`config.mk`:
```
export PLATFORM = sky130hd
export DESIGN_NAME = line_render_sched
export DESIGN_NICKNAME = d
export VERILOG_FILES = /design/src/rtl/line_render_sched.sv
export SDC_FILE = /design/constraint.sdc
export NUM_CORES = 1
export LEC_CHECK = 0
export ABC_AREA = 0
export BUFFER_PORTS_ARGS = -buffer_cell sky130_fd_sc_hd__buf_2
export CAP_MARGIN = 20
export CORE_ASPECT_RATIO = 1.25
export CORE_MARGIN = 4
export CORE_UTILIZATION = 51
export DETAILED_ROUTE_END_ITERATION = 12
export PLACE_DENSITY = 0.85
export SKIP_LAST_GASP = 1
export SLEW_MARGIN = 10
export SYNTH_ARGS = -nofsm -noshare
export SYNTH_HDL_FRONTEND = slang
export SYNTH_SLANG_ARGS = --single-unit
```
`constraint.sdc`:
```
create_clock -name clk -period 3.27 [get_ports clk]
set_input_delay 0.4905 -clock clk [delete_from_list [all_inputs] [get_ports clk]]
set_output_delay 0.4905 -clock clk [all_outputs]
set_load 0.02 [all_outputs]
```
`src/rtl/line_render_sched.sv`:
```
// Per-scanline render controller: sequences tile then sprite engines, gates their
// linebuffer writes, flips linebuffer halves at a fixed hcount and tracks overruns.
module line_render_sched #(
   parameter int SWAP_HC   = 1590,
   parameter int VACTIVE   = 480,
   parameter int VTOTAL    = 525,
   parameter int DONE_MASK = 2
) (
   input  logic        clk,
   input  logic        reset,
   input  logic [10:0] hcount,
   input  logic [9:0]  vcount,
   input  logic        enable,
   input  logic        clear_overrun,
   output logic        tile_start,
   input  logic        tile_done,
   input  logic        tile_wr,
   output logic        sprite_start,
   input  logic        sprite_done,
   input  logic        spr_wr,
   output logic        wren_tile_draw,
   output logic        wren_pixel_draw,
   output logic        switch,
   output logic [9:0]  render_line,
   output logic [31:0] status
);
   localparam int MW = (DONE_MASK > 0) ? $clog2(DONE_MASK + 1) : 1;
   localparam logic [MW-1:0] MASK_INIT     = MW'(DONE_MASK);
   localparam logic [9:0]    LAST_RENDER_V = 10'(VACTIVE - 1);
   localparam logic [9:0]    LAST_V        = 10'(VTOTAL - 1);
   localparam logic [10:0]   SWAP_H        = 11'(SWAP_HC);

   typedef enum logic [1:0] {
      IDLE   = 2'd0,
      TILE   = 2'd1,
      SPRITE = 2'd2,
      DONE   = 2'd3
   } state_t;

   state_t        state_reg, state_next;
   logic [MW-1:0] mask_reg, mask_next;
   logic          tile_start_reg, tile_start_next;
   logic          sprite_start_reg, sprite_start_next;
   logic          switch_reg, switch_next;
   logic [9:0]    line_reg, line_next;
   logic          sticky_reg, sticky_next;
   logic [7:0]    count_reg, count_next;

   logic render_cond;
   logic swap_point;
   logic overrun;
   logic busy;

   // The last visible line is rendered during the preceding line, so vcount 478 renders 479
   // and the final blanking line renders line 0 of the next frame.
   assign render_cond = (vcount < LAST_RENDER_V) || (vcount == LAST_V);
   assign swap_point  = render_cond && (hcount == SWAP_H);
   assign busy        = (state_reg == TILE) || (state_reg == SPRITE);

   always_comb begin
      state_next        = state_reg;
      mask_next         = mask_reg;
      tile_start_next   = 1'b0;
      sprite_start_next = 1'b0;
      switch_next       = switch_reg;
      line_next         = line_reg;
      sticky_next       = sticky_reg;
      count_next        = count_reg;
      overrun           = 1'b0;

      if (swap_point) begin
         // Overrun judged on the pre-update state, so a done landing on this cycle is late.
         switch_next = ~switch_reg;
         overrun     = (state_reg != DONE) && !((state_reg == IDLE) && !enable);
         state_next  = IDLE;
      end else begin
         case (state_reg)
            IDLE: begin
               if ((hcount == 11'd0) && render_cond && enable) begin
                  tile_start_next = 1'b1;
                  line_next       = (vcount == LAST_V) ? 10'd0 : vcount + 10'd1;
                  mask_next       = MASK_INIT;
                  state_next      = TILE;
               end
            end
            TILE: begin
               if (mask_reg != '0) begin
                  mask_next = mask_reg - MW'(1);
               end else if (tile_done) begin
                  sprite_start_next = 1'b1;
                  mask_next         = MASK_INIT;
                  state_next        = SPRITE;
               end
            end
            SPRITE: begin
               if (mask_reg != '0) begin
                  mask_next = mask_reg - MW'(1);
               end else if (sprite_done) begin
                  state_next = DONE;
               end
            end
            default: begin
            end
         endcase
      end

      if (overrun) begin
         sticky_next = 1'b1;
         count_next  = clear_overrun ? 8'd1 :
                       ((count_reg == 8'hFF) ? 8'hFF : count_reg + 8'd1);
      end else if (clear_overrun) begin
         sticky_next = 1'b0;
         count_next  = 8'd0;
      end
   end

   always_ff @(posedge clk or posedge reset) begin
      if (reset) begin
         state_reg        <= IDLE;
         mask_reg         <= '0;
         tile_start_reg   <= 1'b0;
         sprite_start_reg <= 1'b0;
         switch_reg       <= 1'b0;
         line_reg         <= 10'd0;
         sticky_reg       <= 1'b0;
         count_reg        <= 8'd0;
      end else begin
         state_reg        <= state_next;
         mask_reg         <= mask_next;
         tile_start_reg   <= tile_start_next;
         sprite_start_reg <= sprite_start_next;
         switch_reg       <= switch_next;
         line_reg         <= line_next;
         sticky_reg       <= sticky_next;
         count_reg        <= count_next;
      end
   end

   assign tile_start      = tile_start_reg;
   assign sprite_start    = sprite_start_reg;
   assign switch          = switch_reg;
   assign render_line     = line_reg;
   assign wren_tile_draw  = tile_wr && (state_reg == TILE);
   assign wren_pixel_draw = spr_wr && (state_reg == SPRITE);
   assign status          = {6'd0, line_reg, count_reg, 4'd0, state_reg, sticky_reg, busy};
endmodule

```
=== After elaboration in Yosys (flattened, before gate mapping) ===
Cells that the tools add are included.
W data, S select, Z words.

* $lt $le $gt $ge: 1
* Equality and inequality tests: 14
* Bitwise operators: 2
* Multiplexer cells: 26
* Add/sub/neg operators: 3
* Reductions and logical operators: 20

{| class="wikitable"
|+ Operators with widths
! cell !! count
|-
| $mux W8 || 4
|-
| $mux W2 || 9
|-
| $ne A3 B3 Y1 const B || 4
|-
| $pmux W2 S3 || 2
|-
| $eq A11 B11 Y1 const B || 1
|-
| $logic_not A11 Y1 || 1
|-
| $add A10 B1 Y10 const B || 1
|-
| $eq A10 B10 Y1 const B || 1
|-
| $lt A10 B9 Y1 const B || 1
|-
| $mux W1 || 10
|-
| $mux W10 || 1
|-
| $add A8 B1 Y8 const B || 1
|-
| $eq A8 B8 Y1 const B || 1
|-
| $logic_and A1 B1 Y1 || 7
|-
| $ne A3 B2 Y1 const B || 2
|-
| $reduce_and A6 Y1 || 1
|-
| $reduce_and A5 Y1 || 1
|-
| $ne A2 B2 Y1 const B || 2
|-
| $reduce_bool A2 Y1 || 2
|-
| $reduce_bool A4 Y1 || 1
|-
| $reduce_and A3 Y1 || 1
|-
| $reduce_bool A3 Y1 || 1
|-
| $eq A2 B1 Y1 const B || 1
|-
| $eq A2 B2 Y1 const B || 1
|-
| other kinds (6) || 9
|}

* Register bits: 26
* Output and inout bits: 47

=== Longest topological paths before layout ===
* Word-level depth: 7
* Mapped depth: 8
* Depth with buffers taken out: 7

=== Least setup slack after synthesis ===
No wires, ideal clock.

* Path kind: input to register
* From: input hcount[3]
* To: register line_reg[0], in the netlist render_line[0]
* Slack: 0.748 ns
* Cell stages on the path: 6
* Buffers on the path: 1
* Required time: 3.142 ns
* Arrival: 2.394 ns
* Path through: or4_4 > or4_1 > nor3_1 > and3_1 > buf_4 > mux2_1

* Cells in the longest elaborated chain, start to end: 4

{| class="wikitable"
|+ RTL lines
! what !! RTL line !! source
|-
| from (decl) || 11 || <nowiki>input logic [10:0] hcount,</nowiki>
|-
| $eq A11 B11 Y1 or $logic_not A11 Y1 (tied branches) || 57, 79 ||
|-
| $logic_and A1 B1 Y1 (on tied branches) || 57, 79 ||
|-
| $not A1 Y1 (no line) or $logic_and A1 B1 Y1 (tied branches) || - ||
|-
| $reduce_and A3 Y1 (no line) * || - ||
|-
| to (signal assigned) || 133 || <nowiki>line_reg <= line_next;</nowiki>
|-
| to (decl) || 45 || <nowiki>logic [9:0] line_reg, line_next;</nowiki>
|}

Mark *: on every way between the ends. The rest lies on a longest branch, timed or not.
A chain may end at the register's enable or synchronous reset.

=== Worst setup path in the final report ===
* From: input hcount[3]
* To: register line_reg[3], in the netlist render_line[3]

Same word-level chain as after synthesis.

==> results.md <==
• **worst reg2reg path endpoint** state_reg[1]
• **R2R Setup Slk** 930 ps
• **commonest cells after routing, fill and taps aside** buf_2 (65), dfrtp_1 (26), nor2_1 (13)
• **final critical-path share of the clock period** 80.46%
• **XOR/XNOR share of the synthesized area** 3.930%
• **share of cell area taken by muxes after synthesis** 7.579%
• **post-route antenna net violation count** 0
• **maximum clock frequency** 0.3801 GHz
• **worst slew margin relative to its limit** 51.90%
• **number of cells upsized or downsized after cts** 0
• **average footprint of a synthesized cell** 9.905 sq um
• **standard-cell rows** 23
• **total grt overflow** 0
• **actual transition at the worst max-transition pin** 711.4 ps
• **proportion of netlist area held by the largest area contributor** 36.49%
• **origin of the worst setup path** hcount[3]
• **Setup CP Type** primary input to flop
• **wire per inst** 13.25 um
• **drc violations** 0
• **max FFs per register** 10
• **average via count per standard cell** 5.465
• **Post-Route WL** 3590 um
• **ANT cells** 0
• **clk buf depth** 2
• **number of synthesis warnings** 0
• **final setup margin** 639.0 ps
• **Cell Pwr Density** 470.5 nW/um^2
• **final-report max-slew violation count** 0
• **Final Net Count** 273
• **count of TritonRoute iterations in the first routing pass** 4
• **largest clock skew in the final design** 3.787 ps
• **result of the run** finished, final reports clean
• **number of failing hold endpoints at the final stage** 0
• **most frequent standard cell in the layout excluding fill and tap cells** buf_2
• **Synth async-reset ratio** 100.0%
• **clock input transition at the sequential cells of the worst setup and hold paths** 90 ps
• **Die Span X** 60.89 um
• **compound-gate portion of the synthesized area** 10.11%
• **max-cap check violation count** 0
• **total die area** 4512 sq um
• **layout cells sized above 1** 33.76%
• **maximum VDD drop** 360.1 uV
• **pin count of the biggest net entering global routing** 27
• **Post-Synthesis Cell Area** 1783 sq um
• **Syn-to-layout area delta** 17.97%
• **endpoint class of the critical path** flop
• **RSZ-0062 raised after global routing** false
• **synthesized netlist cell count** 180
• **estimated wirelength of the detail-placed design** 2877 um
• **detailed-route via count** 1481
• **number of enable-type register cells in the synthesized netlist** 0
• **first-pass GRT wire length** 5851 um
• **Starting Density** 54.35%
• **kind of path behind the tightest hold check** primary input to async pin
• **CTS H-tree depth** 1
• **Post-Synth Simple-Gate Area** 22.74%
• **arrival time of data at the critical path endpoint** 2790 ps
• **arithmetic-cell share of the synthesized area counting full adders, half adders and majority gates** 6.316%
• **number of buffers inserted by post-CTS setup repair** 0
• **cells taking the most area after synthesis** dfrtp_1 (36%), buf_4 (10%), ha_1 (6.3%)
• **combined global-route utilization of all metal layers** 17.04%
• **clock sink count** 26
• **Fillers** 279
• **overall power** 989.7 uW
• **worst path required time** 3420 ps
• **most area-hungry cell type in the Yosys netlist** dfrtp_1
• **leading register cell type out of synthesis** dfrtp_1
• **post-synth cell types** 45
• **sequential area share after synthesis** 36.49%
• **floorplan core area** 3281 sq um
• **clock latency at the later pin of the worst-skew pair** 270 ps
• **initial antenna violation count** 0
• **number of register bits inferred by synthesis** 26
• **final count of negative-setup-slack endpoints** 0
• **main combinational cell family by area after synthesis** simple AND/OR/NAND/NOR gates
• **1st-iter DRT viols** 46
• **IO Port Bufs** 65
• **Setup crit start kind** primary input
• **end of the critical path** render_line[3]
• **Fin Setup TNS** 0 ps
• **Critical Path Fanout Max** 11
• **total leakage power** 1.125 nW
• **I/O pin count** 76
• **Min Clock Period, post-route** 2631 ps
• **Worst Setup Slack post-DPL** 334.6 ps
• **clock root buffer** clkbuf_8
• **count of cells along the worst register-to-register path** 7
• **die height** 74.11 um
• **number of global-route vias before repair** 1405
• **number of buffers inserted for hold repair after clock tree synthesis** 0
• **routability congestion estimate from global placement** 0.7737
• **startpoint of the lowest-slack register-to-register path** state_reg[1]
• **number of CTS-inserted buffers** 3
• **clock tree from TritonCTS** yes
[per-stage QoR]
step                      utilization (%)  instance area, sq um  hold WS, ps  instances
after CTS                           63.27                  2076        467.1        270
after floorplan                         -                  1817        450.5        189
after global placement              61.10                  2004        457.8        266
after global routing                64.11                  2103        215.1        271
final                               64.11                  2103        196.1        271
after detailed placement            61.10                  2004        465.1        266
[synthesized netlist by cell type (2+ instances only)]
cell       n
and3_1     3
a311oi_1   4
nand2b_1   2
inv_1     11
and2_1     3
nand2_1    7
a31oi_1    3
nand3_1    5
o21ai_0    4
or4_4      2
or4_1      2
dfrtp_1   26
mux2_2     2
xnor2_1    3
o21a_1     2
and4_1     2
buf_4     24
mux2_1    10
xor2_1     5
nand4_1    3
nor4_4     2
a21oi_1    5
ha_1       9
nor3_1     4
nor2_1    13
nor2b_1    5
[where the power goes]
| group | internal [mW] | switching (mW) | leakage, nW |
|---|---|---|---|
| Clock | 0.164 | 0.0968 | 0.0357 |
| Combinational | 0.150 | 0.212 | 0.735 |
| Sequential | 0.347 | 0.0207 | 0.354 |
| Total | 0.660 | 0.330 | 1.12 |
[worst min-delay path by stage]
stage	depth (start not counted)	to	startpoint	slack [ps]
2_1_floorplan	1	sticky_reg	sticky_reg	450
3_3_place_gp	1	sticky_reg	sticky_reg	460
3_5_place_dp	1	sticky_reg	sticky_reg	470
4_1_cts	2	render_line[9]	reset	470
5_1_grt	2	render_line[8]	reset	220
6_report	2	render_line[9]	reset	200
[logic make-up (layout without fill, tap and decap cells)]
logic type | after synthesis | after routing
and+or+nand+nor | 62 | 62
buffers and inverters | 36 | 81
AOI/OAI and AO/OA | 26 | 26
DFF | 26 | 26
muxes | 12 | 12
adders and majority gates | 9 | 9
xor gates and xnor gates | 8 | 8
other | 1 | 10
[final cells by class]
type / count / area (sq um) / area share [%]
clock buffer: 3 / 41.29 / 1.963
clock inverter: 1 / 30.03 / 1.428
inverter: 11 / 41.29 / 1.963
multi-input combinational: 127 / 940.9 / 44.74
sequential: 26 / 650.6 / 30.93
tap: 37 / 46.29 / 2.201
timing repair buffer: 66 / 352.8 / 16.78
[routing by layer]
metal | GRT usage [%] | up-vias | part of all wire [%]
met5 | 0 | - | 0
met4 | 8.434 | 0 | 2.0
met3 | 2.604 | 6 | 7.0
met2 | 29.49 | 55 | 51
met1 | 20.20 | 699 | 40
li1 | - | 721 | -
[worst max-delay path, stage by stage]
cell	delay, ps
buf_2	90
or4_4	520
or4_1	550
nor3_1	210
and3_1	530
mux2_2	390
Power figures use the tool's default switching activity.
